**src/rtl/alt_vipitc130_common_trigger_resp.sv**
```systemverilog
// Trigger responder: queues trigger pulses in a saturating counter and runs one
// start/done transaction per trigger, closing each with an ack (and timeout) pulse.
module alt_vipitc130_common_trigger_resp #(
    parameter int PENDING_WIDTH  = 2,
    parameter int TIMEOUT_CYCLES = 0
) (
    input  logic                     clk,
    input  logic                     rst,
    input  logic                     trigger_in,
    input  logic                     enable,
    input  logic                     done_in,
    input  logic                     clear_overflow,
    output logic                     start,
    output logic                     busy,
    output logic                     ack,
    output logic                     timeout,
    output logic [PENDING_WIDTH-1:0] pending,
    output logic                     overflow,
    output logic [1:0]               state_dbg
);

    localparam int TIMER_WIDTH = (TIMEOUT_CYCLES > 1) ? $clog2(TIMEOUT_CYCLES) : 1;
    localparam logic [PENDING_WIDTH-1:0] PEND_MAX = '1;
    localparam logic [TIMER_WIDTH-1:0] TIMER_LAST =
        (TIMEOUT_CYCLES > 0) ? TIMER_WIDTH'(TIMEOUT_CYCLES - 1) : '0;

    typedef enum logic [1:0] {
        S_IDLE  = 2'd0,
        S_START = 2'd1,
        S_WAIT  = 2'd2,
        S_ACK   = 2'd3
    } state_t;

    state_t                 state;
    state_t                 state_next;
    logic [TIMER_WIDTH-1:0] timer;
    logic                   timeout_flag;
    logic                   expire;
    logic                   inc;
    logic                   dec;

    // Downstream handshake: start is a one-cycle request; the engine answers
    // with done_in at any later cycle, and done_in is only honoured in WAIT.
    always_comb begin
        state_next = state;
        expire     = 1'b0;
        case (state)
            S_IDLE: begin
                if (enable && (pending != '0)) begin
                    state_next = S_START;
                end
            end
            S_START: state_next = S_WAIT;
            S_WAIT: begin
                if (done_in) begin
                    state_next = S_ACK;
                end else if ((TIMEOUT_CYCLES != 0) && (timer == TIMER_LAST)) begin
                    state_next = S_ACK;
                    expire     = 1'b1;
                end
            end
            S_ACK: state_next = S_IDLE;
            default: state_next = S_IDLE;
        endcase
    end

    always_ff @(posedge clk or posedge rst) begin
        if (rst) begin
            state        <= S_IDLE;
            timer        <= '0;
            timeout_flag <= 1'b0;
        end else begin
            state <= state_next;
            if (state == S_START) begin
                timer <= '0;
            end else if ((state == S_WAIT) && (state_next == S_WAIT)) begin
                timer <= timer + 1'b1;
            end
            if (expire) begin
                timeout_flag <= 1'b1;
            end else if (state == S_ACK) begin
                timeout_flag <= 1'b0;
            end
        end
    end

    assign inc = trigger_in;
    assign dec = (state == S_START);

    // A trigger arriving while saturated is lost but remembered in overflow;
    // a simultaneous set beats clear_overflow.
    always_ff @(posedge clk or posedge rst) begin
        if (rst) begin
            pending  <= '0;
            overflow <= 1'b0;
        end else begin
            if (inc && !dec) begin
                if (pending != PEND_MAX) begin
                    pending <= pending + 1'b1;
                end
            end else if (dec && !inc) begin
                pending <= pending - 1'b1;
            end
            if (inc && !dec && (pending == PEND_MAX)) begin
                overflow <= 1'b1;
            end else if (clear_overflow) begin
                overflow <= 1'b0;
            end
        end
    end

    assign start     = (state == S_START);
    assign busy      = (state == S_START) || (state == S_WAIT);
    assign ack       = (state == S_ACK);
    assign timeout   = (state == S_ACK) && timeout_flag;
    assign state_dbg = state;

endmodule

```
**config.mk**
```make
export PLATFORM = sky130hd
export DESIGN_NAME = alt_vipitc130_common_trigger_resp
export DESIGN_NICKNAME = d
export VERILOG_FILES = /design/src/rtl/alt_vipitc130_common_trigger_resp.sv
export SDC_FILE = /design/constraint.sdc
export NUM_CORES = 1
export LEC_CHECK = 0
export ABC_AREA = 1
export ABC_CLOCK_PERIOD_IN_PS = 1700
export BUFFER_PORTS_ARGS = -buffer_cell sky130_fd_sc_hd__buf_2
export CAP_MARGIN = 10
export CORE_AREA = 3 3 40 42
export DETAILED_ROUTE_END_ITERATION = 8
export DIE_AREA = 0 0 43 45
export PLACE_DENSITY = 0.53
export SLEW_MARGIN = 15
export SYNTH_ARGS = -nofsm -noshare
export SYNTH_HDL_FRONTEND = slang
export SYNTH_SLANG_ARGS = --single-unit
```
**constraint.sdc**
```tcl
create_clock -name clk -period 1.7 [get_ports clk]
set_input_delay 0.34 -clock clk [delete_from_list [all_inputs] [get_ports clk]]
set_output_delay 0.34 -clock clk [all_outputs]
set_load 0.02 [all_outputs]
```
==> results of run 1 <==
## synthesized netlist by cell type, drive strengths merged
cell / n
o21ai: 4
inv: 7
conb: 1
or2: 1
nand2: 13
dfrtp: 5
buf: 1
ha: 4
a21oi: 1
nand3: 4
nor2: 3
## worst min-delay path by stage
stage / from / slack, ps / to
4_1_cts: clear_overflow / 290 / overflow
2_1_floorplan: rst / 120 / overflow
3_3_place_gp: rst / 250 / pending[0]
3_5_place_dp: rst / 250 / pending[0]
5_1_grt: clear_overflow / 310 / overflow
6_report: clear_overflow / 300 / overflow
## metal layers
layer | GRT usage [%] | wire, µm
met5 | 0 | 0
met4 | 1.81 | 0
met3 | 6.37 | 72
met2 | 10.2 | 259
met1 | 10.6 | 301
## cell usage in the layout, fill, tap and decap left out
master	netlist	layout
o21ai_0	3	3
inv_1	7	7
conb_1	1	1
a21oi_1	1	1
nor2_1	3	3
dlygate4sd3_1	0	1
ha_1	4	4
o21ai_2	1	1
buf_2	0	13
or2_2	1	1
nand2_2	2	2
dfrtp_1	5	5
nand2_1	11	11
clkbuf_1	0	1
clkbuf_4	0	3
nand3_1	4	4
## per-stage QoR
| step | area [µm²] | power, mW | utilization [%] |
|---|---|---|---|
| 2_1_floorplan | 333 | 0.633 | - |
| 5_1_grt | 445 | 1.00 | 34.7 |
| 3_5_place_dp | 409 | 0.768 | 31.8 |
| 3_3_place_gp | 409 | 0.771 | 31.8 |
| 6_report | 445 | 0.896 | 34.7 |
| 4_1_cts | 445 | 0.915 | 34.7 |
## area by class of cell
| cell class | instances | area (µm²) | share of cell area (%) |
|---|---|---|---|
| sequential | 5 | 125 | 28.1 |
| inverter | 7 | 26.3 | 5.90 |
| tap | 15 | 18.8 | 4.21 |
| clock buffer | 4 | 26.3 | 5.90 |
| timing repair buffer | 14 | 75.1 | 16.9 |
| multi-input combinational | 31 | 174 | 39.0 |
## critical path: cells and delay by family (launching register included)
kind,cells,cell delay (ps)
adders and majority gates,1,300
buffers and inverters,2,250
DFF,1,420
## logic make-up (layout without fill, tap and decap cells)
| logic type | after synthesis | after routing |
|---|---|---|
| adders and majority gates | 4 | 4 |
| other | 1 | 1 |
| and+or+nand+nor | 21 | 21 |
| AOI/OAI and AO/OA | 5 | 5 |
| buffers and inverters | 8 | 25 |
| DFF | 5 | 5 |
## power groups by stage
stage	logic [mW]	clock network (mW)	registers (mW)
after floorplan	0.324	0	0.309
after global placement	0.522	0	0.249
after detailed placement	0.515	0	0.253
after CTS	0.521	0.139	0.254
after global routing	0.581	0.151	0.270
final	0.511	0.132	0.253
## what timing repair did
item	in CTS	in global routing
buffers inserted	0	0
hold buffers	1	0
endpoints found under the hold margin	5	0
## flip-flops by register name, summed over array words and instances, names as in the netlist
signal	cells
overflow	1
pending	2
state_dbg	2
==> impl_metrics.py, run 1 <==
metrics = {
    "status": {
        "status": "finished clean",
    },
    "clock_tree": {
        "cts_max_level": 1,
        "cts.path.max_buffers": 2,
        "cts_inserted_buffers": 3,
        "clk_pin_slew_ps": 40,
        "cts.repair.resized": 0,
        "clock-root-buffer": "clkbuf_4",
        "clock-sinks": 5,
        "clk_latency_ps": 240,
        "cts_tree": "done",
    },
    "global_routing": {
        "antenna_found_initial": 0,
        "grt.total_usage_pct": 8.05,
        "first_global_vias": 279,
        "grt_overflow": 0,
        "grt_max_degree": 10,
        "grt_pass1_wl_um": 1120,
    },
    "placement": {
        "place_congestion": 0.616,
        "post-place-ws_ps": 417,
        "port_buffers": 13,
        "dpl.cell_count": 71,
    },
    "min_path": {
        "whs_path_depth": 2,
        "hp-class": "primary input to register",
    },
    "sta": {
        "rsz0062_at_grt": "no",
        "hold_viol": 0,
        "slew_violations": 0,
        "setup_viol": 0,
        "whs_ps": 302,
        "clock-skew-final_ps": 1.98,
        "layout_setup_ws_ps": 158,
        "period_share_pct": 90.7,
        "post-route-min-period_ps": 1540,
        "tns_ps": 0,
        "max_freq_mhz": 648,
    },
    "synth": {
        "post_synth_mux_area_share_pct": 0,
        "netlist_area_um2": 333,
        "synth-xor-area-share_pct": 0,
        "synth_top_area_cell": "dfrtp_1",
        "synth_compound_area_share_pct": 8.65,
        "synth_cells": 44,
        "yosys_register_bits": 5,
        "yosys-top-cells-area": "dfrtp_1 (38%), ha_1 (15%), nand2_1 (12%)",
        "syn_area_per_cell_um2": 7.56,
        "syn_nets": 54,
        "synth_top_area_share_pct": 37.6,
        "ys_types": 13,
        "synthAdderAreaFrac_pct": 15.0,
        "ys_seq_area_share_pct": 37.6,
        "synth_top_family_by_area": "simple AND/OR/NAND/NOR gates",
        "yosys.area_share.simple_pct": 27.4,
        "synth_warnings": 0,
    },
    "layout": {
        "nets": 72,
        "syn_to_final_growth_pct": 33.8,
        "diodes": 0,
        "n_fill_cell": 153,
        "drive_above_1_share_pct": 32.8,
        "fin_cells": 76,
    },
    "critical_path": {
        "path_cells": "inv_1 > ha_1 > buf_2",
        "worstReg2RegStart": "state_dbg[0]",
        "critPathLaunchType": "register",
        "setup.worst_path.start": "state_dbg[0]",
        "cp-end-kind": "output pin",
        "regToRegEndpoint": "state_dbg[0]",
        "worst_ep_arrival_time_ps": 1200,
        "crit_path_end": "busy",
        "crit_type": "register to output pin",
        "crit_slowest_cell": "dfrtp_1",
        "rrSetupSlack_ps": 440,
        "cp.required_ps": 1360,
        "reg2regPathDepth": 5,
        "max_stage_delay_ps": 420,
        "crit_fanout": 5,
    },
    "run": {
        "max_cap_viol_count": 0,
    },
    "power_and_ir_drop": {
        "ir_worst_vdd_uv": 761,
        "combinationalPowerShare_pct": 57.0,
        "power.switching_mw": 0.440,
        "p_sw_share_pct": 49.1,
        "pwr-share-seq_pct": 28.2,
        "internal_power_mw": 0.456,
        "powerDensity_mw_per_mm2": 2010,
        "leakagePower_nw": 0.263,
        "clkPwrFrac_pct": 14.7,
    },
    "floorplanning": {
        "die_y_um": 45,
        "pin_count": 15,
        "start_util_pct": 25.9,
        "die_area_mm2": 0.00194,
        "fp.coreArea_mm2": 0.00128,
        "die_x_um": 43,
        "rows": 13,
    },
    "routing": {
        "wl_um": 633,
        "ant_nets": 0,
        "detail_route.vias_per_cell": 4.16,
        "wire_per_inst_um": 8.33,
        "drt_iter0_markers": 3,
        "vias": 316,
        "drc": 0,
        "dr.pass1.iters": 2,
    },
}
Power figures use the tool's default switching activity.
==> run 2, diff against run 1 <==
--- a/config.mk
+++ b/config.mk
@@ -13,6 +13,7 @@
 export DETAILED_ROUTE_END_ITERATION = 8
 export DIE_AREA = 0 0 43 45
 export PLACE_DENSITY = 0.53
+export SETUP_SLACK_MARGIN = 0.4
 export SLEW_MARGIN = 15
 export SYNTH_ARGS = -nofsm -noshare
 export SYNTH_HDL_FRONTEND = slang
==> impl_metrics.py, run 2 (synthesis gave the netlist of run 1 again) <==
metrics = {
    "routing": {
        "vias": 342,
        "drt_iter0_markers": 1,
        "detail_route.vias_per_cell": 4.22,
        "wire_per_inst_um": 10.2,
        "ant_nets": 0,
        "dr.pass1.iters": 2,
        "drc": 0,
        "wl_um": 829,
    },
    "layout": {
        "syn_to_final_growth_pct": 70.7,
        "nets": 77,
        "drive_above_1_share_pct": 53.0,
        "layout_commonest_cell": "nand2_1",
        "layout_common_cells": "nand2_1 (11), buf_2 (9), buf_6 (7)",
        "diodes": 0,
    },
    "global_routing": {
        "grt_overflow": 0,
        "first_global_vias": 347,
        "grt_pass1_wl_um": 1400,
        "antenna_found_initial": 0,
        "grt.total_usage_pct": 10.0,
        "grt_max_degree": 10,
    },
    "critical_path": {
        "max_stage_delay_ps": 410,
        "cp-end-kind": "output pin",
        "crit_slowest_cell": "dfrtp_2",
        "path_cells": "inv_2 > ha_4 > buf_6",
        "crit_type": "register to output pin",
        "critPathLaunchType": "register",
        "cp.required_ps": 1360,
        "worst_ep_arrival_time_ps": 1100,
        "crit_fanout": 4,
    },
    "clock_tree": {
        "clock-root-buffer": "clkbuf_4",
        "clk_latency_ps": 250,
        "cts_tree": "done",
        "cts_inserted_buffers": 3,
        "clock-sinks": 5,
        "cts.path.max_buffers": 2,
        "cts_max_level": 1,
        "clk_pin_slew_ps": 50,
    },
    "sta": {
        "tns_ps": 0,
        "post-route-min-period_ps": 1440,
        "slew_violations": 0,
        "setup_viol": 0,
        "rsz0062_at_grt": "yes",
        "period_share_pct": 84.8,
        "max_freq_mhz": 693,
        "clock-skew-final_ps": 1.83,
        "hold_viol": 0,
    },
    "power_and_ir_drop": {
        "leakagePower_nw": 0.291,
        "ir_worst_vdd_uv": 969,
        "powerDensity_mw_per_mm2": 2140,
        "power_mw": 1.22,
    },
    "placement": {
        "dp_hpwl_um": 534,
        "port_buffers": 13,
        "place_congestion": 0.682,
    },
    "floorplanning": {
        "fp.coreArea_mm2": 0.00128,
        "die_y_um": 45,
        "pin_count": 15,
        "die_x_um": 43,
        "start_util_pct": 25.9,
        "die_area_mm2": 0.00194,
        "rows": 13,
    },
    "min_path": {
        "hp-class": "primary input to register",
    },
    "run": {
        "max_cap_viol_count": 0,
    },
    "status": {
        "status": "finished clean",
    },
}
==> run 2: changes by cell type in the layout (fill, tap and decap cells not counted), moves of 2 or more <==
| cell | change |
|---|---|
| buf_4 | +2 |
| dfrtp_1 | -3 |
| buf_6 | +7 |
| ha_4 | +3 |
| ha_1 | -4 |
| dfrtp_2 | +3 |
| inv_1 | -2 |
| buf_2 | -4 |
==> run 2: layout make-up <==
cell class	count	area (µm²)
tap	15	18.8
fill	142	717
multi-input combinational	31	216
sequential	5	129
inverter	7	28.8
clock buffer	4	26.3
timing repair buffer	19	149
==> run 2: metrics by stage <==
stage | setup WS [ps] | cell area [µm²] | cells | hold slack (ps) | utilization, %
after floorplan | 401 | 335 | 44 | 118 | -
after global placement | 470 | 412 | 71 | 248 | 32.0
after detailed placement | 450 | 412 | 71 | 253 | 32.0
after CTS | 253 | 549 | 81 | 292 | 42.7
after global routing | 204 | 568 | 81 | 298 | 44.2
final | 258 | 568 | 81 | 297 | 44.2
==> run 2: power by group <==
part           internal [mW]  switching (mW)  total [mW]
Combinational          0.400           0.407       0.808
Sequential             0.184          0.0834       0.267
Clock                 0.0891          0.0537       0.143
==> run 2: worst paths after layout <==
path | from | endpoint | slack, ps | cells after the start
max | state_dbg[0] | busy | 260 | 3
max reg2reg | state_dbg[1] | state_dbg[0] | 330 | 6
min in group asynchronous | rst | pending[1] | 530 | 3
min reg2reg | overflow | overflow | 530 | 2
max in group asynchronous | rst | state_dbg[1] | 990 | 3
min | clear_overflow | overflow | 300 | 2
==> run 2: layer usage <==
layer	vias to the layer above	global-route usage [%]	routed length, µm
met2	14	15.9	410
met1	149	11.0	327
met4	0	3.61	8
met5	-	0	0
li1	176	-	-
met3	3	6.37	83
==> run 2: repair_timing <==
item | in CTS | in global routing
setup buffers | 5 | 0
gates resized for setup | 16 | 6
hold buffers | 1 | 0
endpoints found under the setup margin | 4 | 8
endpoints found under the hold margin | 5 | 0
pin swaps | 3 | 0
==> run 2: worst max-delay path: cells and delay by family (launching register included) <==
kind                     cells  cell delay (ps)
adder cells (fa/ha/maj)      1              270
buffers and inverters        2              180
flip-flops                   1              410
